## config.mk

```make
export PLATFORM = sky130hd
export DESIGN_NAME = pipelined_addsub
export DESIGN_NICKNAME = d
export VERILOG_FILES = /design/src/rtl/pipelined_addsub.sv
export SDC_FILE = /design/constraint.sdc
export NUM_CORES = 1
export LEC_CHECK = 0
export ABC_AREA = 1
export BUFFER_PORTS_ARGS = -buffer_cell sky130_fd_sc_hd__buf_2
export CORE_UTILIZATION = 45
export CTS_BUF_LIST = sky130_fd_sc_hd__clkbuf_4 sky130_fd_sc_hd__clkbuf_8 sky130_fd_sc_hd__clkbuf_16
export DETAILED_ROUTE_END_ITERATION = 10
export PLACE_DENSITY_LB_ADDON = 0.25
export SETUP_SLACK_MARGIN = 0.3
export SLEW_MARGIN = 20
export SYNTH_ARGS = -nofsm -noshare
export SYNTH_HDL_FRONTEND = slang
export SYNTH_SLANG_ARGS = --single-unit
```

## constraint.sdc

```tcl
create_clock -name clk -period 10.5 [get_ports clk]
set_clock_uncertainty 0.15 [all_clocks]
set_input_delay 1.05 -clock clk [delete_from_list [all_inputs] [get_ports clk]]
set_output_delay 1.05 -clock clk [all_outputs]
set_load 0.03 [all_outputs]
```

## src/rtl/pipelined_addsub.sv

```systemverilog
// Pipelined adder/subtractor: the carry chain is cut into STAGES equal segments,
// one per register stage, with a valid/ready handshake and carry/overflow/zero flags.
module pipelined_addsub #(
  parameter int WIDTH  = 64,
  parameter int STAGES = 4
) (
  input  logic             clk,
  input  logic             rst,
  input  logic             in_valid,
  output logic             in_ready,
  input  logic [WIDTH-1:0] a,
  input  logic [WIDTH-1:0] b,
  input  logic             op,
  output logic             out_valid,
  input  logic             out_ready,
  output logic [WIDTH-1:0] out,
  output logic             carry,
  output logic             ovf,
  output logic             zero
);

  localparam int SEG = WIDTH / STAGES;
  // Interior register count; STAGES=1 keeps a single unused slot so the arrays stay legal.
  localparam int NR  = (STAGES > 1) ? STAGES - 1 : 1;

  if (STAGES < 1 || STAGES > WIDTH || (WIDTH % STAGES) != 0) begin : g_param_check
    $error("pipelined_addsub: WIDTH must be a multiple of STAGES, 1 <= STAGES <= WIDTH");
  end

  function automatic logic ovf_flag(input logic a_msb, input logic bp_msb, input logic res_msb);
    return (a_msb == bp_msb) && (res_msb != a_msb);
  endfunction

  logic en;

  logic [WIDTH-1:0] a_p   [NR];
  logic [WIDTH-1:0] bp_p  [NR];
  logic [WIDTH-1:0] res_p [NR];
  logic             c_p   [NR];
  logic             vld_p [NR];

  logic [WIDTH-1:0] src_a   [STAGES];
  logic [WIDTH-1:0] src_bp  [STAGES];
  logic [WIDTH-1:0] src_res [STAGES];
  logic             src_c   [STAGES];
  logic             src_vld [STAGES];

  // A stalled output freezes the whole pipe; bubbles are not squeezed out.
  assign in_ready = !out_valid || out_ready;
  assign en       = in_ready;

  for (genvar s = 0; s < STAGES; s++) begin : g_stage
    logic [SEG:0]     seg_sum;
    logic [WIDTH-1:0] res_nxt;

    if (s == 0) begin : g_src_in
      // Subtraction is A + ~B + 1: invert B here and inject the +1 as carry-in.
      assign src_a[s]   = a;
      assign src_bp[s]  = op ? ~b : b;
      assign src_res[s] = '0;
      assign src_c[s]   = op;
      assign src_vld[s] = in_valid;
    end else begin : g_src_reg
      assign src_a[s]   = a_p[s-1];
      assign src_bp[s]  = bp_p[s-1];
      assign src_res[s] = res_p[s-1];
      assign src_c[s]   = c_p[s-1];
      assign src_vld[s] = vld_p[s-1];
    end

    assign seg_sum = {1'b0, src_a[s][s*SEG +: SEG]}
                   + {1'b0, src_bp[s][s*SEG +: SEG]}
                   + {{SEG{1'b0}}, src_c[s]};

    always_comb begin
      res_nxt                = src_res[s];
      res_nxt[s*SEG +: SEG]  = seg_sum[SEG-1:0];
    end

    if (s < STAGES - 1) begin : g_mid
      // ---- stage boundary: segment s summed, carry handed to stage s+1 ----
      always_ff @(posedge clk or posedge rst) begin
        if (rst)     vld_p[s] <= 1'b0;
        else if (en) vld_p[s] <= src_vld[s];
      end

      always_ff @(posedge clk) begin
        if (en) begin
          a_p[s]   <= src_a[s];
          bp_p[s]  <= src_bp[s];
          res_p[s] <= res_nxt;
          c_p[s]   <= seg_sum[SEG];
        end
      end
    end else begin : g_last
      // ---- stage boundary: final segment summed, result and flags registered ----
      always_ff @(posedge clk or posedge rst) begin
        if (rst) begin
          out_valid <= 1'b0;
          out       <= '0;
          carry     <= 1'b0;
          ovf       <= 1'b0;
          zero      <= 1'b0;
        end else if (en) begin
          out_valid <= src_vld[s];
          out       <= res_nxt;
          carry     <= seg_sum[SEG];
          ovf       <= ovf_flag(src_a[s][WIDTH-1], src_bp[s][WIDTH-1], res_nxt[WIDTH-1]);
          zero      <= ~|res_nxt;
        end
      end
    end
  end

endmodule

```

==> qor.csv, run 1 <==
stage;metric;value;unit
timing;setup_viol;0;
synthesis;yosysTopAreaCellShare;57.6;%
global_route;grt_pass1_vias;8622;
global_route;track_usage;15.8;%
clock_network;clkSinkCount;362;
detailed_routing;wl;27.1;mm
timing;slew_viol_final;0;
die;fp.dieH;186;um
synthesis;syn_nets;1395;
clock_network;htree_num_levels;2;
critical_path;crit_buf_inv;3;
synthesis;ys_seq_area_share;69.3;%
timing;fin_crit;3910;ps
synthesis;syn_inst;1195;
detailed_routing;via_count;8911;
synthesis;synth-main-ff-cell;edfxtp_1;
power_and_ir_drop;p_total;5.65;mW
cells_and_area;drive_gt1_share;19.6;%
status;status;finished clean;
critical_path;crit_fanout;162;
power_and_ir_drop;irDropWorstVdd;194;uV
global_route;antenna_found_initial;1;
timing;post-route-period-util;37.2;%
clock_network;postCtsSetupBuffers;0;
clock_network;cts_tree;yes;
critical_path;critPathArrivalTime;2710;ps
detailed_routing;ant_nets;0;
critical_path;critPathLaunch;out_ready;
synthesis;synth_area_leaders;edfxtp_1 58%, dfrtp_1 12%, nand2_1 6.9%;
cells_and_area;final_util;55.3;%
critical_path;reg2reg_to;bp_p[0][188]$_DFFE_PP_;
detailed_routing;viasPerCell;4.70;
clock_network;cts_resized;0;
synthesis;ys_types;34;
clock_network;clock-root-buffer;clkbuf_16;
detailed_routing;routedWlPerCell;14.3;um
clock_network;numCtsBuffers;39;
placed_design;dp_hpwl;19.1;mm
cells_and_area;seq_area;0.0105;mm^2
synthesis;synth_top_area_cell;edfxtp_1;
cells_and_area;stdcell_area;0.0182;mm^2
clock_network;cts.path.max_buffers;3;
timing;slew_headroom;29.4;%
placed_design;place_area;0.0167;mm^2
cells_and_area;syn2layout_area_growth;19.7;%
cells_and_area;antenna_cells;0;
cells_and_area;instances_no_fill;1894;
power_and_ir_drop;leakage;8.00;nW
global_route;overflow;0;
global_route;grt_pass1_wl;42.2;mm
placed_design;io_buffers;201;
critical_path;rr_worst_depth;4;
job;cap_violations;0;
synthesis;yosysWarnings;0;
global_route;grt_max_degree;163;
critical_path;crit_path_frequent_cell;buf_2;
critical_path;path_delay_family;buffers and inverters;
critical_path;reg2reg_slack;7620;ps
power_and_ir_drop;powerDensity;311;mW/mm^2
timing;final.setup.tns;0;ps
die;dieWidth;186;um
die;initial_core_util;46.2;%
critical_path;r2r-start;out_valid$_DFFE_PP0P_;
detailed_routing;drtPass1Iterations;4;
die;ios;202;
die;die-area;0.0345;mm^2
die;rows;66;
detailed_routing;drt_iter0_markers;487;
synthesis;synth-edff-count;291;
clock_network;ctsHoldBuffers;0;
critical_path;crit_slowest_cell;nor2_4;
cells_and_area;fill_cells;2763;
placed_design;dp_cells;1823;
critical_path;end_kind;primary output;
critical_path;cp-endpoint;in_ready;
synthesis;synthTopCellsByCount;291 x edfxtp_1, 279 x nand2_1, 102 x xor2_1;
critical_path;slowest_delay;560;ps
timing;fmax;256;MHz
synthesis;syn-cell-area;0.0152;mm^2
critical_path;worst-path-stages;4;
synthesis;synth-async-reset-ratio;19.6;%
synthesis;ys_ff_latch;362;
critical_path;critPathRequiredTime;9300;ps
synthesis;avgSynthCellArea;12.7;um^2
clock_network;clkTransAtPathRegs;60;ps
cells_and_area;layout.nets;1622;
worst_hold_path;hp-class;reg -> reg;
detailed_routing;route.detailed.drc;0;
critical_path;crit_type;in -> out;
synthesis;synth.most_common_cell;edfxtp_1;
timing;hold_viol_final;0;
die;core;0.0329;mm^2
timing;max_slew.worst_pin.slew;1060;ps
clock_network;clock_latency;520;ps
cells_and_area;multi_input_area;0.00420;mm^2
critical_path;critPathLaunchType;primary input;
critical_path;worstPathCellList;buf_2 > nor2_4 > inv_8 > buf_2;
timing;rsz0062_at_grt;no;
placed_design;routabilityCongestion;0.826;
[worst min-delay path by stage]
stage | startpoint | endpoint | slack, ps | cells past startpoint
6_report | bp_p[0][54]$_DFFE_PP_ | bp_p[0][118]$_DFFE_PP_ | 260 | 0
5_1_grt | res_p[0][87]$_DFFE_PP_ | res_p[0][151]$_DFFE_PP_ | 270 | 0
4_1_cts | bp_p[0][54]$_DFFE_PP_ | bp_p[0][118]$_DFFE_PP_ | 260 | 0
3_5_place_dp | a_p[0][46]$_DFFE_PP_ | a_p[0][110]$_DFFE_PP_ | 250 | 0
3_3_place_gp | res_p[0][82]$_DFFE_PP_ | res_p[0][146]$_DFFE_PP_ | 250 | 0
2_1_floorplan | a_p[0][36]$_DFFE_PP_ | a_p[0][100]$_DFFE_PP_ | 250 | 0
[routing by layer]
layer / vias to the layer above / share of wire (%) / global-route usage [%]
li1: 4554 / - / -
met1: 4110 / 42 / 19.2
met2: 198 / 49 / 27.1
met3: 47 / 6.6 / 4.54
met4: 2 / 2.3 / 5.11
met5: - / 0.044 / 0
[state kept, by name, summed over array words and instances, names as in the netlist, 3 cells and up]
register  cells
out          64
res_p        96
c_p           3
src_vld       3
bp_p         96
a_p          96
[kinds of logic after synthesis]
kind of cell / count (synthesis) / share of synthesized area [%]
AO/OA/AOI/OAI: 126 / 4.59
XOR/XNOR: 110 / 6.35
adder cells (fa/ha/maj): 67 / 5.87
buffers and inverters: 122 / 3.12
flip-flops: 362 / 69.3
AND/OR/NAND/NOR: 408 / 10.8
[per-stage QoR]
step | worst slack [ps] | hold WS, ps
after floorplan | 4170 | 250
after global placement | 6690 | 251
after detailed placement | 6640 | 255
after CTS | 6620 | 261
after global routing | 6490 | 271
final | 6590 | 261
[power breakdown]
group | leakage (nW) | total, mW | switching, mW | internal (mW)
clock | 0.716 | 1.47 | 0.523 | 0.947
sequential | 3.81 | 2.45 | 0.198 | 2.25
combinational | 3.48 | 1.73 | 1.19 | 0.539
total | 8.00 | 5.65 | 1.91 | 3.74
[cell type report]
class	instances	share of cell area [%]
clock inverter	15	1.26
inverter	101	2.14
clock buffer	56	6.64
sequential	362	57.9
tap	442	3.05
timing repair buffer	207	5.91
multi-input combinational	711	23.1
[cell usage in the layout (no fill, tap or decap), types with 5 or more instances in the layout]
cell type and count:
edfxtp_1 291, nand2_1 279, buf_2 200, xor2_1 102
inv_1 98, dfrtp_1 71, nor2_1 61, ha_1 60
a21oi_1 52, nand3_1 44, o21ai_0 42, clkbuf_16 42
a31oi_1 13, nand4_1 11, xnor2_1 8, clkbuf_8 8
nor3_1 7, fa_1 7, bufinv_16 6, clkbuf_4 6
buf_4 6, o21bai_1 5, clkinv_2 5
(Power assumes the default switching activity.)
==> inputs of run 2 (changes only) <==
- clock period: 10.5 -> 3.1 ns (I/O delays scaled with it)
==> qor.csv, run 2 (synthesis gave the netlist of run 1 again) <==
stage;metric;value;unit;change
status;status;finished clean;;
clock_network;clkSinkCount;362;;unchanged
timing;max_slew.worst_pin.slew;821;ps;-238 ps
critical_path;critPathRequiredTime;3200;ps;-6100 ps
placed_design;dp_cells;1830;;+0.38%
die;fp.dieH;186;um;unchanged
timing;fin_ws;578;ps;-6010 ps
detailed_routing;wl_met1;12.3;mm;+8.0%
die;die-area;0.0345;mm^2;unchanged
cells_and_area;layout_common_cells;291 x edfxtp_1, 279 x nand2_1, 200 x buf_2, 102 x xor2_1, 99 x dlygate4sd3_1;;
detailed_routing;ant_nets;0;;unchanged
timing;hold_viol_final;0;;unchanged
global_route;grt_pass1_wl;46.5;mm;+10%
cells_and_area;antenna_cells;0;;unchanged
detailed_routing;met2WireLength;14.7;mm;+10%
timing;post-route-period-util;81.4;%;
critical_path;slowest_delay;420;ps;-140 ps
worst_hold_path;hp-class;in -> reg;;
cells_and_area;stdcell_area;0.0191;mm^2;+5.3%
detailed_routing;dr.max_layer_used;met5;;
critical_path;worstPathCellList;inv_1 > fa_1 > inv_1 > fa_1 > nand3_1 > nand2_1 > a31oi_1 > o21ai_0 > a21oi_1 > xor2_1;;
critical_path;end_kind;register;;
global_route;grt_max_degree;79;;-52%
critical_path;reg2reg_to;res_p[0][170]$_DFFE_PP_;;
clock_network;clock-root-buffer;clkbuf_16;;
detailed_routing;route.detailed.drc;0;;unchanged
timing;final.setup.tns;0;ps;unchanged
global_route;antenna_found_initial;1;;unchanged
die;ios;202;;unchanged
critical_path;critPathArrivalTime;2630;ps;-80 ps
cells_and_area;final_common_cell;edfxtp_1;;
placed_design;routabilityCongestion;0.856;;+3.7%
clock_network;numCtsBuffers;39;;unchanged
critical_path;crit_fanout;3;;-98%
cells_and_area;drive_gt1_share;18.7;%;-0.88 points
critical_path;critPathLaunchType;register;;
die;initial_core_util;46.2;%;unchanged
clock_network;postCtsSetupBuffers;0;;unchanged
clock_network;htree_num_levels;2;;unchanged
die;core;0.0329;mm^2;unchanged
power_and_ir_drop;leakage;8.40;nW;+4.9%
clock_network;clock_latency;510;ps;about the same
detailed_routing;drt_iter0_markers;441;;-9.4%
global_route;overflow;0;;unchanged
die;rows;66;;unchanged
detailed_routing;route.met3.wl;1.68;mm;-5.7%
placed_design;place_area;0.0168;mm^2;+0.49%
job;cap_violations;0;;unchanged
timing;fmax;397;MHz;
power_and_ir_drop;irDropWorstVdd;539;uV;+180%
cells_and_area;fill_cells;2707;;-2.0%
timing;fin_crit;2520;ps;
detailed_routing;viasPerCell;4.76;;+1.2%
clock_network;cts.path.max_buffers;3;;unchanged
worst_hold_path;hold_depth;2;;+2
clock_network;cts_resized;0;;unchanged
critical_path;reg2reg_slack;580;ps;-7040 ps
placed_design;dp_worst_setup_slack;558;ps;-6080 ps
power_and_ir_drop;powerDensity;994;mW/mm^2;+220%
cells_and_area;biggestRegsByFlops;a_p x96, bp_p x96, res_p x96;;
die;dieWidth;186;um;unchanged
global_route;track_usage;17.3;%;+1.5 points
critical_path;crit_slowest_cell;fa_1;;
cells_and_area;instances_no_fill;2000;;+5.6%
detailed_routing;drtPass1Iterations;4;;unchanged
clock_network;cts_tree;yes;;
worst_hold_path;hold_start;b[0];;
global_route;grt_pass1_vias;9467;;+9.8%
critical_path;crit_type;reg -> reg;;
detailed_routing;routedWlPerCell;14.7;um;+2.5%
timing;rsz0062_at_grt;no;;
detailed_routing;via_count;9519;;+6.8%
timing;slew_headroom;45.3;%;+16 points
critical_path;rr_worst_depth;10;;+6
cells_and_area;syn2layout_area_growth;26.0;%;
timing;slew_viol_final;0;;unchanged
timing;setup_viol;0;;unchanged
critical_path;r2r-start;a_p[0][96]$_DFFE_PP_;;
placed_design;io_buffers;201;;unchanged
clock_network;clkTransAtPathRegs;60;ps;about the same
worst_hold_path;hold_path_end;res_p[0][0]$_DFFE_PP_;;
detailed_routing;wl;29.3;mm;+8.3%
cells_and_area;layout.nets;1728;;+6.5%
placed_design;dp_hpwl;20.1;mm;+4.8%
run 2: cell types whose count changed in the layout (fill, tap and decap cells not counted), sizes merged:
cell and delta:
buf +7, bufinv -2, clkbuf -6, clkinv +3, clkinvlp +5, dlygate4sd3 +99
run 2: metal layers:
| metal | track usage, % | vias to the layer above |
|---|---|---|
| li1 | - | 4777 |
| met4 | 5.02 | 2 |
| met1 | 21.2 | 4470 |
| met3 | 4.32 | 57 |
| met2 | 30.3 | 213 |
| met5 | 0 | - |
run 2: report_power, final:
group / total, mW / internal (mW) / switching [mW]
logic: 6.05 / 1.96 / 4.09
registers: 8.31 / 7.61 / 0.695
clock network: 4.65 / 2.86 / 1.79
total: 19.0 / 12.4 / 6.57
run 2: layout make-up:
class | instances | area [um^2] | share of cell area, %
sequential | 362 | 10500 | 55.0
multi-input combinational | 711 | 4200 | 21.9
timing repair buffer | 313 | 2150 | 11.2
clock buffer | 50 | 1110 | 5.78
tap | 442 | 553 | 2.89
inverter | 101 | 389 | 2.03
clock inverter | 21 | 218 | 1.14
run 2: worst max-delay path, delay by kind of cell (launching register included):
family	cells	cell delay, ps
AO/OA/AOI/OAI	3	610
XOR/XNOR	1	160
adder cells (fa/ha/maj)	2	630
AND/OR/NAND/NOR	2	250
flip-flops	1	320
buffers and inverters	2	140
run 2: metrics by stage:
stage,util (%),power [mW],hold WS (ps)
after CTS,58.2,19.2,19.8
after floorplan,-,12.5,250
after global placement,51.1,14.3,250
final,58.2,19.0,41.3
after global routing,58.2,20.3,39.3
after detailed placement,51.1,14.4,255
run 2: worst max-delay path by stage:
stage | from | end | slack [ps] | cells after the start
floorplan | out_valid$_DFFE_PP0P_ | a_p[0][100]$_DFFE_PP_ | 440 | 4
global placement | a_p[0][176]$_DFFE_PP_ | zero$_DFFE_PP0P_ | 640 | 16
detailed placement | op | res_p[0][10]$_DFFE_PP_ | 560 | 9
CTS | a_p[0][176]$_DFFE_PP_ | zero$_DFFE_PP0P_ | 590 | 16
global route | a_p[0][176]$_DFFE_PP_ | zero$_DFFE_PP0P_ | 390 | 16
finish | a_p[0][96]$_DFFE_PP_ | res_p[0][170]$_DFFE_PP_ | 580 | 10
run 2: timing repair:
action,CTS,global route
hold endpoints to repair,150,0
hold buffers,99,0
endpoints found under the setup margin,0,0
